**src/rtl/sdram_bus_bridge.sv**
```systemverilog
// Bridges 32-bit CPU memory requests onto a 16-bit SDRAM controller one halfword at a time,
// using read-modify-write for halves with exactly one byte strobe set.
module sdram_bus_bridge #(
   parameter int unsigned HADDR_WIDTH = 22,
   parameter int unsigned TIMEOUT     = 1023
) (
   input  logic                   clk,
   input  logic                   reset,
   input  logic                   sel,
   input  logic                   mem_valid,
   input  logic [31:0]            mem_addr,
   input  logic [31:0]            mem_wdata,
   input  logic [3:0]             mem_wstrb,
   output logic                   mem_ready,
   output logic [31:0]            mem_rdata,
   output logic [HADDR_WIDTH-1:0] sd_addr,
   output logic [15:0]            sd_wr_data,
   output logic                   sd_wr_enable,
   output logic                   sd_rd_enable,
   input  logic [15:0]            sd_rd_data,
   input  logic                   sd_rd_ready,
   input  logic                   sd_busy,
   output logic                   err
);

   localparam int unsigned CW   = (TIMEOUT > 0) ? $clog2(TIMEOUT + 1) : 1;
   localparam logic [CW-1:0] TMAX = CW'(TIMEOUT);

   typedef enum logic [2:0] {IDLE, RREQ, RWAIT, WREQ, WWAIT, RESP} state_t;
   state_t state, state_n;

   logic [HADDR_WIDTH-2:0] addr_q;
   logic [31:0]            wdata_q;
   logic [3:0]             wstrb_q;
   logic                   half_q;
   logic [15:0]            lo_q, hi_q, rd_q;
   logic                   busy_seen, to_q;
   logic [CW-1:0]          cnt;

   logic                   accept, capture, go_high, timeout;
   logic                   is_read, hi_needed, hi_partial;
   logic                   in_read, in_first_lo, in_first_rreq;
   logic [1:0]             cur_strb, in_strb;
   logic [15:0]            cur_wdata, merged;
   logic                   unused_addr;

   assign unused_addr = ^{mem_addr[31:HADDR_WIDTH+1], mem_addr[1:0]};

   assign is_read    = (wstrb_q == 4'b0000);
   assign hi_needed  = is_read || (wstrb_q[3:2] != 2'b00);
   assign hi_partial = ^wstrb_q[3:2];
   assign cur_strb   = half_q ? wstrb_q[3:2] : wstrb_q[1:0];
   assign cur_wdata  = half_q ? wdata_q[31:16] : wdata_q[15:0];
   // A full-half write has both strobes set, so the merge passes wdata through untouched.
   assign merged     = {cur_strb[1] ? cur_wdata[15:8] : rd_q[15:8],
                        cur_strb[0] ? cur_wdata[7:0]  : rd_q[7:0]};

   assign in_read       = (mem_wstrb == 4'b0000);
   assign in_first_lo   = in_read || (mem_wstrb[1:0] != 2'b00);
   assign in_strb       = in_first_lo ? mem_wstrb[1:0] : mem_wstrb[3:2];
   assign in_first_rreq = in_read || (^in_strb);

   assign sd_addr    = {addr_q, half_q};
   assign sd_wr_data = (state == WREQ) ? merged : '0;

   always_ff @(posedge clk) begin
      if (reset) state <= IDLE;
      else       state <= state_n;
   end

   always_comb begin
      state_n      = state;
      accept       = 1'b0;
      capture      = 1'b0;
      go_high      = 1'b0;
      timeout      = 1'b0;
      sd_rd_enable = 1'b0;
      sd_wr_enable = 1'b0;
      mem_ready    = 1'b0;
      unique case (state)
         IDLE: begin
            if (mem_valid && sel) begin
               accept  = 1'b1;
               state_n = in_first_rreq ? RREQ : WREQ;
            end
         end
         RREQ: begin
            if (!sd_busy) begin
               sd_rd_enable = 1'b1;
               state_n      = RWAIT;
            end
         end
         WREQ: begin
            if (!sd_busy) begin
               sd_wr_enable = 1'b1;
               state_n      = WWAIT;
            end
         end
         RWAIT: begin
            if (sd_rd_ready) begin
               capture = 1'b1;
               if (!is_read) begin
                  state_n = WREQ;
               end else if (!half_q && hi_needed) begin
                  go_high = 1'b1;
                  state_n = RREQ;
               end else begin
                  state_n = RESP;
               end
            end else if (cnt == TMAX) begin
               timeout = 1'b1;
               state_n = RESP;
            end
         end
         WWAIT: begin
            if (busy_seen && !sd_busy) begin
               if (!half_q && hi_needed) begin
                  go_high = 1'b1;
                  state_n = hi_partial ? RREQ : WREQ;
               end else begin
                  state_n = RESP;
               end
            end else if (cnt == TMAX) begin
               timeout = 1'b1;
               state_n = RESP;
            end
         end
         RESP: begin
            mem_ready = 1'b1;
            state_n   = IDLE;
         end
         default: state_n = IDLE;
      endcase
      // Outputs are combinational; keep them quiet in the reset cycle so an abandoned
      // transaction cannot leak a pulse.
      if (reset) begin
         sd_rd_enable = 1'b0;
         sd_wr_enable = 1'b0;
         mem_ready    = 1'b0;
      end
   end

   always_comb begin
      mem_rdata = '0;
      if (state == RESP && !reset) begin
         if (to_q)         mem_rdata = '1;
         else if (is_read) mem_rdata = {hi_q, lo_q};
      end
   end

   always_ff @(posedge clk) begin
      if (reset) begin
         addr_q    <= '0;
         wdata_q   <= '0;
         wstrb_q   <= '0;
         half_q    <= 1'b0;
         lo_q      <= '0;
         hi_q      <= '0;
         rd_q      <= '0;
         busy_seen <= 1'b0;
         to_q      <= 1'b0;
         cnt       <= '0;
         err       <= 1'b0;
      end else begin
         if (accept) begin
            addr_q  <= mem_addr[HADDR_WIDTH:2];
            wdata_q <= mem_wdata;
            wstrb_q <= mem_wstrb;
            half_q  <= ~in_first_lo;
            lo_q    <= '0;
            hi_q    <= '0;
            to_q    <= 1'b0;
         end
         if (go_high) half_q <= 1'b1;
         if (capture) begin
            rd_q <= sd_rd_data;
            if (is_read) begin
               if (half_q) hi_q <= sd_rd_data;
               else        lo_q <= sd_rd_data;
            end
         end
         if (timeout) begin
            to_q <= 1'b1;
            err  <= 1'b1;
         end
         if ((state_n == RWAIT || state_n == WWAIT) && state_n != state) begin
            cnt       <= '0;
            busy_seen <= 1'b0;
         end else if (state == RWAIT || state == WWAIT) begin
            cnt <= cnt + CW'(1);
            if (sd_busy) busy_seen <= 1'b1;
         end
      end
   end

endmodule

```
**config.mk**
```make
export PLATFORM = sky130hd
export DESIGN_NAME = sdram_bus_bridge
export DESIGN_NICKNAME = d
export VERILOG_FILES = /design/src/rtl/sdram_bus_bridge.sv
export SDC_FILE = /design/constraint.sdc
export NUM_CORES = 1
export LEC_CHECK = 0
export CORE_MARGIN = 2
export CORE_UTILIZATION = 42
export CTS_CLUSTER_DIAMETER = 60
export DETAILED_ROUTE_END_ITERATION = 10
export MAX_ROUTING_LAYER = met4
export PLACE_DENSITY = 0.75
export RECOVER_POWER = 50
export SYNTH_ARGS = -nofsm -noshare
export SYNTH_HDL_FRONTEND = slang
export SYNTH_SLANG_ARGS = --single-unit
export TNS_END_PERCENT = 1
```
**constraint.sdc**
```tcl
create_clock -name clk -period 1.7 [get_ports clk]
set_clock_uncertainty 0.05 [all_clocks]
set_input_delay 0.255 -clock clk [delete_from_list [all_inputs] [get_ports clk]]
set_output_delay 0.255 -clock clk [all_outputs]
set_load 0.02 [all_outputs]
```
==> results.cfg <==
[placement]
dp.cells = 1020
placed_area_um2 = 7750
port_buffers = 152
place.gp.congestion = 0.857
preCtsSetupSlack_ns = -0.509
dp_hpwl_um = 10800

[floorplan]
num_rows = 41
die_h_um = 117
start_util_pct = 42.8
io_pins = 164
fp.dieW_um = 117
dieArea_um2 = 13700
fp.coreArea_um2 = 12600

[clock_network]
root_buffer = clkbuf_16
cts_htree_levels = 4
insertion_delay_ns = 0.41
ctsHoldBuffers = 0
cts_buffers = 17
cts_sinks = 122
cts_tree = yes
clk_pin_slew_ns = 0.06
cts_buffer_depth = 2

[grt]
top_usage_layer = met2
grt_pass1_vias = 5281
use_met1_pct = 31.1
antenna_found_initial = 0
use_met3_pct = 3.71
grt_util_met2_pct = 38.3
grt_max_degree = 100
grt_usage_pct = 24.3
grt_overflow = 0
grt_pass1_wl_um = 25500

[route]
drtIter0Drc = 376
drt-total-wl_um = 17500
drt-pass1-iter-count = 7
routedWlPerCell_um = 16.4
vias_per_cell = 5.39
ant_nets = 0
num_vias = 5732
drc = 0

[cells_and_area]
instances_no_fill = 1063
multi_input_area_um2 = 3490
final_area_um2 = 8980
drive_above_1_share_pct = 27.3
regArea_um2 = 2450
fin_nets = 970
antenna_cells = 0
area_delta_synth_final_pct = 66.9
fill_cells = 915

[worst_setup_path]
reg2reg_depth = 10
crit_path_top_delay_cell = dfxtp_2
rrSetupSlack_ns = -0.23
cp.arrival_ns = 1.84
crit_chain = inv_2, ha_4, nor3b_4, buf_6, clkbuf_16, a21oi_4, nor2_4, buf_6
critPathKind = reg2out
crit_top_cell = buf_6
startpoint = wstrb_q[3]
r2r-end = lo_q[6]
r2r-start = wstrb_q[3]
crit_fanout = 8
worst_setup_path_end_kind = primary output
slowest_delay_ns = 0.33
required_ns = 1.39
cp-start-kind = flop

[synth]
seq_area_frac_synth_pct = 45.4
synthDistinctLibCells = 49
syn_inst = 717
yosysWarnings = 0
syn_avg_cell_area_um2 = 7.50
synth_edf_count = 0
ys_seq_elements = 122
syn_area_um2 = 5380
ys.flop_type = dfxtp_1
synth_nets = 809
synthArstFlopShare_pct = 0

[power]
p_sw_mw = 2.14
p_clk_share_pct = 46.3
irDropWorstVdd_mv = 0.576
swShare_pct = 25.9
p_leak_nw = 2.98
seqPwrFrac_pct = 37.0
cellPowerDensity_nw_per_um2 = 923
comb_power_share_pct = 16.7
p_int_mw = 6.15
total_power_mw = 8.29

[sta]
finalCriticalPeriod_ns = 2.14
period_share_pct = 126
relSlewSlack_pct = 49.9
layout_setup_ws_ns = -0.442
hold_viol_final = 0
tightest_slew_ns = 0.752
clock.fmax_mhz = 467
rsz0062_at_grt = yes
setup_viol = 135
slew_viol_final = 0

[hold_path]
min_from = reset
worstHoldEndpoint = addr_q[16]
hp-class = in2reg
min_delay_path_depth = 3

[run]
drv_cap = 0

[run_status]
status = finished with violations
violations = negative setup slack
worst max-delay path, delay by kind of cell, from the launching register on:
kind | cells | cell delay (ns)
buffers and inverters | 4 | 0.58
AND/OR/NAND/NOR | 2 | 0.29
flip-flops | 1 | 0.33
adder cells (fa/ha/maj) | 1 | 0.13
AO/OA/AOI/OAI | 1 | 0.07
area by class of cell:
| class | count | share of cell area [%] |
|---|---|---|
| well taps | 172 | 2.40 |
| clock buffers | 22 | 5.17 |
| clock inverters | 10 | 1.85 |
| inverters | 6 | 0.251 |
| flip-flops and latches | 122 | 27.3 |
| repair buffers | 204 | 24.1 |
| multi-input cells | 527 | 38.9 |
cells in the final DEF (no fill, tap or decap), types with 4 or more instances in the layout:
cell type        count
buf_12              12
a21oi_2              7
bufinv_16            4
xnor2_1              7
nand3_1             54
buf_4               30
nor2_2               6
clkbuf_1             8
nor2_1              24
clkdlybuf4s50_1     95
buf_6               50
clkbuf_16           20
nor3_1               4
dfxtp_1            118
a211oi_4            16
nand2_1            173
mux2i_1             16
a21oi_1            113
a21oi_4             24
nor2_4              29
state kept, by name, indices dropped and copies added (netlist names):
name	cells
to_q	1
busy_seen	1
lo_q	16
wdata_q	32
state	3
rd_q	16
addr_q	21
half_q	1
err	1
cnt	10
hi_q	16
wstrb_q	4
cells in the mapped netlist, types with 2 or more instances:
| cell type | n | area, um2 |
|---|---|---|
| or3_1 | 2 | 12.5 |
| nor4_1 | 3 | 18.8 |
| buf_1 | 7 | 26.3 |
| nor3_1 | 4 | 20.0 |
| buf_2 | 14 | 70.1 |
| nand2b_1 | 3 | 18.8 |
| nor3b_1 | 3 | 22.5 |
| xnor2_1 | 7 | 61.3 |
| and2_1 | 2 | 12.5 |
| a211oi_1 | 16 | 120 |
| inv_1 | 6 | 22.5 |
| nand2_1 | 175 | 657 |
| clkbuf_1 | 40 | 150 |
| nor2_1 | 59 | 221 |
| nor2b_1 | 2 | 12.5 |
| o21ai_0 | 3 | 15.0 |
| ha_1 | 2 | 25.0 |
| or4_1 | 2 | 15.0 |
| mux2i_1 | 16 | 160 |
| a21oi_1 | 144 | 721 |
| mux2_2 | 2 | 22.5 |
| nand3_1 | 54 | 270 |
| o211ai_1 | 2 | 15.0 |
| a31oi_1 | 2 | 12.5 |
| o21bai_1 | 2 | 15.0 |
| dfxtp_1 | 122 | 2440 |
worst max path at each step:
stage / to / slack, ns / cells past startpoint
finish: mem_rdata[26] / -0.44 / 8
global route: mem_rdata[26] / -0.51 / 8
CTS: mem_rdata[30] / -0.57 / 7
detailed placement: mem_rdata[0] / -0.51 / 5
global placement: mem_rdata[31] / -0.45 / 5
floorplan: sd_wr_data[0] / -0.05 / 4
power groups by stage:
stage	Sequential (mW)	Clock [mW]	Combinational, mW
floorplan	3.13	0	0.602
global placement	3.10	0	1.10
detailed placement	3.11	0	1.13
CTS	3.05	3.87	1.17
global route	3.07	4.02	1.48
finish	3.06	3.84	1.38
metal layers:
layer / wire length [um] / up-vias
met3: 917 / 50
met5: 0 / -
met1: 7340 / 2693
li1: - / 2748
met4: 582 / 0
met2: 8620 / 241
timing repair:
item,in CTS,in global routing
gates resized for setup,197,200
pin swaps,2,48
gates cloned,1,5
setup endpoints to repair,151,160
setup buffers,0,5
stage by stage:
step,setup TNS [ns],util (%),hold slack (ns)
6_report,-26.25,71.4,0.221
5_1_grt,-35.55,71.4,0.235
4_1_cts,-29.92,67.7,0.204
3_5_place_dp,-58.35,61.6,0.396
3_3_place_gp,-55.33,61.6,0.387
2_1_floorplan,-1.60,-,0.341
kinds of logic after synthesis:
| group | synth area share [%] |
|---|---|
| simple gates | 26.0 |
| compound gates | 17.8 |
| flops | 45.4 |
| buf+inv | 5.35 |
| mux | 3.40 |
| xor+xnor | 1.61 |
| fa+ha+maj | 0.465 |
(Power assumes the default switching activity.)
